### config.mk
export PLATFORM = sky130hd
export DESIGN_NAME = fixed_packer_flat
export DESIGN_NICKNAME = d
export VERILOG_FILES = /design/src/rtl/fixed_packer_if.sv /design/src/rtl/fixed_packer.sv /design/src/flat_wrapper.sv
export SDC_FILE = /design/constraint.sdc
export NUM_CORES = 1
export LEC_CHECK = 0
export CORE_MARGIN = 8
export CORE_UTILIZATION = 55
export DETAILED_ROUTE_END_ITERATION = 6
export GPL_ROUTABILITY_DRIVEN = 0
export PLACE_DENSITY = 0.8
export SETUP_SLACK_MARGIN = 0.05
export SLEW_MARGIN = 20
export SYNTH_ARGS = -nofsm -noshare
export SYNTH_HDL_FRONTEND = slang
export SYNTH_SLANG_ARGS = --single-unit
### constraint.sdc
create_clock -name clk -period 13.1 [get_ports clk]
set_clock_uncertainty 0.05 [all_clocks]
set_input_delay 2.62 -clock clk [delete_from_list [all_inputs] [get_ports clk]]
set_output_delay 2.62 -clock clk [all_outputs]
set_load 0.05 [all_outputs]
### src/rtl/fixed_packer_if.sv
// Valid/ready handshake bundle for the fixed-to-float packer.
// The slave modport is the packer's view; the master modport is the environment's view.
interface fixed_packer_if;
  logic               in_valid;
  logic               in_ready;
  logic signed [31:0] in_fixed;
  logic               out_valid;
  logic               out_ready;
  logic        [31:0] out_float;

  modport slave (
    input  in_valid, in_fixed, out_ready,
    output in_ready, out_valid, out_float
  );

  modport master (
    output in_valid, in_fixed, out_ready,
    input  in_ready, out_valid, out_float
  );
endinterface

### src/rtl/fixed_packer.sv
// Sequential signed Q2.30 to IEEE-754 single packer with round-to-nearest-even.
// Define PACKER_FAST_NORM_EN for a single-cycle barrel-shift normalizer.
module fixed_packer #(
  parameter int FRAC_BITS = 30
) (
  input  logic          clk,
  input  logic          rst_n,
  fixed_packer_if.slave bus,
  output logic          busy
);

  localparam int         DATA_W   = 32;
  localparam logic [7:0] EXP_INIT = 8'(127 + 31 - FRAC_BITS);

  typedef enum logic [2:0] {IDLE, ABS, NORM, ROUND, DONE} state_t;

  state_t                   state, state_nxt;
  logic signed [DATA_W-1:0] fix_r;
  logic                     sign_r;
  logic        [DATA_W-1:0] mag_r;
  logic        [DATA_W-1:0] abs_mag;
  logic        [7:0]        exp_r;
  logic        [DATA_W-1:0] float_r;

  // Round the normalized magnitude (bit 31 set) and assemble the float word.
  function automatic logic [31:0] pack_rne(input logic s, input logic [31:0] m,
                                           input logic [7:0] e);
    logic [23:0] mant;
    logic        guard;
    logic        sticky;
    logic [7:0]  e_out;
    guard  = m[7];
    sticky = |m[6:0];
    mant   = {1'b0, m[30:8]} + 24'(guard && (sticky || m[8]));
    e_out  = e;
    if (mant[23]) begin
      mant  = 24'd0;
      e_out = e + 8'd1;
    end
    return {s, e_out, mant[22:0]};
  endfunction

`ifdef PACKER_FAST_NORM_EN
  function automatic logic [4:0] count_lz(input logic [31:0] m);
    logic [4:0] lz;
    lz = 5'd0;
    for (int i = 0; i < 32; i++) begin
      if (m[i]) lz = 5'(31 - i);
    end
    return lz;
  endfunction

  logic [4:0] lz;
  assign lz = count_lz(mag_r);
`endif

  // -0x80000000 wraps back to 0x80000000, which is the correct magnitude.
  assign abs_mag = fix_r[DATA_W-1] ? $unsigned(-fix_r) : $unsigned(fix_r);

  always_ff @(posedge clk or negedge rst_n) begin
    if (!rst_n) state <= IDLE;
    else        state <= state_nxt;
  end

  always_comb begin
    state_nxt = state;
    case (state)
      IDLE:  if (bus.in_valid) state_nxt = ABS;
      ABS:   state_nxt = (fix_r == '0) ? DONE : NORM;
`ifdef PACKER_FAST_NORM_EN
      NORM:  state_nxt = ROUND;
`else
      NORM:  if (mag_r[DATA_W-1]) state_nxt = ROUND;
`endif
      ROUND: state_nxt = DONE;
      DONE:  if (bus.out_ready) state_nxt = IDLE;
      default: state_nxt = IDLE;
    endcase
  end

  assign bus.in_ready  = (state == IDLE);
  assign bus.out_valid = (state == DONE);
  assign bus.out_float = float_r;
  assign busy          = (state != IDLE);

  // Capture, absolute value and normalization
  always_ff @(posedge clk) begin
    case (state)
      IDLE: if (bus.in_valid) fix_r <= bus.in_fixed;
      ABS: begin
        sign_r <= fix_r[DATA_W-1];
        mag_r  <= abs_mag;
        exp_r  <= EXP_INIT;
      end
`ifdef PACKER_FAST_NORM_EN
      NORM: begin
        mag_r <= mag_r << lz;
        exp_r <= exp_r - 8'(lz);
      end
`else
      NORM: if (!mag_r[DATA_W-1]) begin
        mag_r <= mag_r << 1;
        exp_r <= exp_r - 8'd1;
      end
`endif
      default: ;
    endcase
  end

  // Result register: zero short-circuits in ABS, everything else in ROUND
  always_ff @(posedge clk or negedge rst_n) begin
    if (!rst_n) begin
      float_r <= '0;
    end else if (state == ABS && fix_r == '0) begin
      float_r <= '0;
    end else if (state == ROUND) begin
      float_r <= pack_rne(sign_r, mag_r, exp_r);
    end
  end

endmodule

### src/flat_wrapper.sv
// flat-port wrapper written by rule: the top's interface ports become plain ports
module fixed_packer_flat 
#(
  parameter int FRAC_BITS = 30
)
  (clk, rst_n, busy, bus_in_valid, bus_in_fixed, bus_out_ready, bus_in_ready, bus_out_valid, bus_out_float);
  fixed_packer_if bus_i ();
  input  logic clk;
  input  logic rst_n;
  output logic busy;
  input wire logic [$bits(bus_i.in_valid)-1:0] bus_in_valid;
  input wire logic [$bits(bus_i.in_fixed)-1:0] bus_in_fixed;
  input wire logic [$bits(bus_i.out_ready)-1:0] bus_out_ready;
  output wire logic [$bits(bus_i.in_ready)-1:0] bus_in_ready;
  output wire logic [$bits(bus_i.out_valid)-1:0] bus_out_valid;
  output wire logic [$bits(bus_i.out_float)-1:0] bus_out_float;
  assign bus_i.in_valid = bus_in_valid;
  assign bus_i.in_fixed = bus_in_fixed;
  assign bus_i.out_ready = bus_out_ready;
  assign bus_in_ready = bus_i.in_ready;
  assign bus_out_valid = bus_i.out_valid;
  assign bus_out_float = bus_i.out_float;
  fixed_packer #(.FRAC_BITS(FRAC_BITS)) u_core (.clk(clk), .rst_n(rst_n), .bus(bus_i), .busy(busy));
endmodule
==> impl_metrics.toml, run 1 <==
[outcome]
status = "complete, no violations"

[finish]
syn_to_final_growth_pct = 19.0
nets = 559
fill_cells = 754
layout-drive-gt1-share = 0.0611
final_common_cell = "edfxtp_1"
layout_common_cells = "edfxtp_1 (73), clkdlybuf4s50_1 (70), xor2_1 (45)"
antenna_cells = 0

[floorplan]
pin_count = 71
die-area_um2 = 13100
floorplan.initialDensity = 0.556
coreArea_um2 = 9590
num_rows = 36
die_w_um = 115
die_h_um = 115

[placement]
io_buffers = 70
hpwl_mm = 8.03
pre_cts_ws_ns = 8.77

[synthesis]
synth.avg_cell_area_um2 = 11.8
yosysWarnings = 0
synth_ff_type = "edfxtp_1"
syn_area_um2 = 5340
ys_ff_latch = 108
synthesis.instances = 452
synth_top_area_frac = 0.411
synth_area_leaders = "edfxtp_1 (41%), dfrtp_1 (16%), xor2_1 (7.4%), a21oi_1 (3.5%), o2bb2ai_1 (3.4%)"
yosysTopAreaCell = "edfxtp_1"
synth-edff-count = 73
synth-async-reset-ratio = 0.324
ys_types = 49
synth_nets = 492
seq_area_frac_synth = 0.575

[setup_path]
rr_worst_depth = 8
cp-start-kind = "flop"
cpMaxStageDelayCell = "clkdlybuf4s50_1"
cp_max_fo = 8
cp-end-kind = "primary output"
max_stage_delay_ns = 0.89
worstPathRequired_ns = 10.43
cp.depth = 2
worstPathCellList = "nor3_1, clkdlybuf4s50_1"
crit_buf_inv = 1
crit_family = "buffers and inverters"
critical_path_class = "flop to primary output"
worst_ep_arrival_time_ns = 2.04

[power]
combinationalPowerShare = 0.437
internal_power_w = 0.000907
power_frac_seq = 0.441
power_switching_share = 0.435
p_leak_nw = 2.28
power.net_switching_w = 0.000699
fin_total_pwr_w = 0.00161
ir_worst_vdd_mv = 0.0936
clkPwrFrac = 0.122
power_density_nw_per_um2 = 253

[sta]
hold_viol = 0
worst_pin_slew_ns = 0.973
rsz0062_at_grt = "false"
final-max-slew-violation-count = 0
fin_crit_sh = 0.359
max_freq_mhz = 212
relSlewSlack = 0.351
final.setup.tns_ns = 0
period_minus_slack_ns = 4.71
setup_violations = 0
setup_ws_ns = 8.39

[grt]
grt_pass1_wl_mm = 18.3
gr-total-overflow = 0
gr-usage-all-layers = 0.172
grt_antenna_before_repair = 0
grt_max_degree = 47
grt_pass1_vias = 3754

[route]
drtIter0Drc = 262
ant_nets = 0
wire_per_inst_um = 16.5
routed-wl-met3_um = 826
top_layer = "met4"
drt-total-wl_mm = 10.8
first_pass_iters = 5
dr_wl_met2_mm = 5.02
drt-met1-wl_mm = 4.88
drc = 0
vias = 3756
viasPerCell = 5.72

[clock_tree]
clk_pin_slew_ns = 0.10
cts_buffers = 9
hold_buffers = 0
cts_resized = 0
clockRootBuffer = "clkbuf_8"
cts_max_level = 3
cts_tree = "done"
post_cts_buffers = 0
cts.sinks = 108
clock_latency_ns = 0.36
clockBufferDepth = 2

[worst_hold_path]
whs_path_depth = 1
worstHoldPathType = "flop to flop"

[run]
maxCapViolations = 0
==> cell families after synthesis <==
| logic type | share of synthesized area |
|---|---|
| compound gates | 0.146 |
| xor+xnor | 0.100 |
| flops | 0.575 |
| simple gates | 0.139 |
| mux | 0.00563 |
| buf+inv | 0.0246 |
| fa+ha+maj | 0.00938 |
==> synthesized netlist by cell type, drive strengths merged, types with 2 or more instances <==
library cell,count
edfxtp,73
xor2,45
a21oi,38
dfrtp,35
nand3,25
o21ai,24
nand2,21
o2bb2ai,21
nor2,19
nand4,16
xnor2,16
clkbuf,14
inv,12
nor3,11
nor4,11
o31ai,10
a22o,8
o41ai,8
buf,6
and2,5
and3,5
ha,4
and4,3
mux2i,3
nand2b,3
or2,3
a211o,2
nor2b,2
o211a,2
==> worst reg2reg max path, delay by kind of cell, from the launching register on <==
kind	cells	cell delay (ns)
simple gates	3	1.08
compound gates	2	0.42
flops	1	0.42
buf+inv	2	0.37
fa+ha+maj	1	0.20
==> power groups by stage <==
stage / sequential, W / combinational [W] / clock, W
2_1_floorplan: 0.000831 / 0.000360 / 0
3_3_place_gp: 0.000705 / 0.000685 / 0
3_5_place_dp: 0.000712 / 0.000705 / 0
4_1_cts: 0.000706 / 0.000707 / 0.000200
5_1_grt: 0.000731 / 0.000759 / 0.000215
6_report: 0.000708 / 0.000702 / 0.000197
==> area by class of cell <==
type	instances	area (µm²)	share of cell area
flip-flops and latches	108	3070	0.483
multi-input cells	312	2140	0.337
repair buffers	76	746	0.117
well taps	133	166	0.0262
clock buffers	12	135	0.0213
clock inverters	4	50.0	0.00788
inverters	12	45.0	0.00709
==> flip-flops by register name, summed over array words and instances, names as in the netlist <==
name,cells
u_core.bus.out_float,32
u_core.fix_r,32
u_core.mag_r,32
u_core.exp_r,8
u_core.state,3
u_core.sign_r,1
==> stage by stage <==
| stage | util | hold slack, ns | instances | cell area, µm² |
|---|---|---|---|---|
| global route | 0.662 | 0.462 | 657 | 6350 |
| CTS | 0.662 | 0.447 | 657 | 6350 |
| detailed placement | 0.643 | 0.422 | 641 | 6170 |
| finish | 0.662 | 0.440 | 657 | 6350 |
| global placement | 0.643 | 0.410 | 641 | 6170 |
| floorplan | - | 0.399 | 452 | 5340 |
==> layer usage <==
layer  track usage  vias up
met3        0.0464       11
met2         0.276      124
met1         0.224     1779
met4        0.0444        0
met5             0        -
li1              -     1842
==> final timing paths <==
path / start / endpoint / slack (ns)
setup / recovery: u_core.state[1] / bus_in_ready / 8.39
hold / removal: u_core.sign_r / u_core.bus.out_float[31] / 0.44
setup reg to reg: u_core.fix_r[0] / u_core.bus.out_float[29] / 10.46
hold reg to reg: u_core.sign_r / u_core.bus.out_float[31] / 0.44
max in group asynchronous: rst_n / u_core.bus.out_float[15] / 10.07
min in group asynchronous: rst_n / u_core.bus.out_float[25] / 2.61
Power figures use the tool's default switching activity.
==> run 2, diff against run 1 <==
Settings changed: CORE_UTILIZATION 55 to 50, PLACE_DENSITY 0.8 to 0.76.
Clock period 13.1 ns to 3.9 ns, I/O delays scaled along.
==> impl_metrics.toml, run 2 (synthesis gave the netlist of run 1 again) <==
[outcome]
status = "complete, no violations"

[placement]
hpwl_mm = 8.08
io_buffers = 70

[setup_path]
r2r-start = "u_core.fix_r[0]"
cp-start-kind = "flop"
worst_ep_arrival_time_ns = 2.00
r2r_slack_ns = 1.36
cp-end-kind = "primary output"
worstPathRequired_ns = 3.07
cp_max_fo = 8
r2r-end = "u_core.bus.out_float[29]"
critical_path_class = "flop to primary output"
rr_worst_depth = 8

[grt]
grt_pass1_vias = 3772
grt_antenna_before_repair = 0
grt_pass1_wl_mm = 18.6
met2_usage = 0.242
grtUsageMet1 = 0.215
use_met3 = 0.0402
grt-busiest-layer = "met2"
gr-usage-all-layers = 0.158
gr-total-overflow = 0
grt_max_degree = 47

[finish]
antenna_cells = 0
final_common_cell = "edfxtp_1"
layout-drive-gt1-share = 0.0648
syn_to_final_growth_pct = 18.9
nets = 560
layout_common_cells = "edfxtp_1 (73), clkdlybuf4s50_1 (70), xor2_1 (45)"
fill_cells = 840

[clock_tree]
clockRootBuffer = "clkbuf_8"
cts_max_level = 3
post_cts_buffers = 0
cts_buffers = 9
clock_latency_ns = 0.36
hold_buffers = 0
cts_tree = "done"
clk_pin_slew_ns = 0.10
cts_resized = 0
cts.sinks = 108
clockBufferDepth = 2

[sta]
max_freq_mhz = 353
final.setup.tns_ns = 0
whs_ns = 0.443
rsz0062_at_grt = "false"
hold_viol = 0
final-max-slew-violation-count = 0
fin_crit_sh = 0.726
worst_pin_slew_ns = 0.890
relSlewSlack = 0.406
setup_violations = 0
period_minus_slack_ns = 2.83

[worst_hold_path]
whs_path_depth = 1
holdPathEnd = "u_core.bus.out_float[31]"
hp-start = "u_core.sign_r"
worstHoldPathType = "flop to flop"

[floorplan]
floorplan.initialDensity = 0.517
die_w_um = 119
coreArea_um2 = 10300
pin_count = 71
num_rows = 37
die_h_um = 119
die-area_um2 = 14200

[power]
ir_worst_vdd_mv = 0.373
fin_total_pwr_w = 0.00535
p_leak_nw = 2.28
power_density_nw_per_um2 = 843

[run]
maxCapViolations = 0

[route]
first_pass_iters = 5
drtIter0Drc = 277
drt-total-wl_mm = 11.1
ant_nets = 0
wire_per_inst_um = 16.8
vias = 3803
viasPerCell = 5.75
drc = 0
[run 2: cell types whose count changed in the layout (fill, tap and decap cells not counted)]
cell / change
buf_4: +1
bufinv_16: -1
clkbuf_1: -1
clkinv_4: +1
clkinvlp_4: -1
inv_4: +1
inv_6: +1
[run 2: through the flow]
| step | std cells | utilization | setup WS [ns] | cell area [µm²] |
|---|---|---|---|---|
| after floorplan | 452 | - | 0.665 | 5340 |
| after global placement | 645 | 0.598 | 1.47 | 6180 |
| after detailed placement | 645 | 0.598 | 1.39 | 6180 |
| after CTS | 661 | 0.615 | 1.03 | 6340 |
| after global routing | 661 | 0.615 | 0.931 | 6340 |
| final | 661 | 0.615 | 1.07 | 6340 |
[run 2: worst max path at each step]
| stage | end | depth (start not counted) | startpoint |
|---|---|---|---|
| finish | bus_in_ready | 2 | u_core.state[1] |
| global route | bus_in_ready | 2 | u_core.state[1] |
| CTS | bus_in_ready | 2 | u_core.state[1] |
| detailed placement | u_core.bus.out_float[29] | 8 | u_core.fix_r[0] |
| global placement | u_core.bus.out_float[29] | 8 | u_core.fix_r[0] |
| floorplan | u_core.exp_r[0] | 4 | u_core.state[1] |
[run 2: critical path, cell delays in order (launching register included)]
cell	delay [ns]
dfrtp_1	0.46
nor3_1	0.31
clkdlybuf4s50_1	0.88
[run 2: final cells by class]
cell class	count	area, µm²	area share
inverter	12	45.0	0.00710
clock buffer	11	131	0.0207
clock inverter	5	36.3	0.00572
sequential	108	3070	0.484
timing repair buffer	77	753	0.119
tap	136	170	0.0268
multi-input combinational	312	2140	0.337
[run 2: metal layers]
| layer | up-vias | share of wire |
|---|---|---|
| met4 | 0 | 0.0087 |
| met2 | 109 | 0.46 |
| met5 | - | 0 |
| met1 | 1840 | 0.46 |
| met3 | 8 | 0.066 |
| li1 | 1846 | - |
[run 2: power by group]
| part | switching, W | internal [W] |
|---|---|---|
| combinational | 0.00152 | 0.000853 |
| sequential | 0.000462 | 0.00190 |
| clock | 0.000376 | 0.000236 |
| total | 0.00236 | 0.00299 |
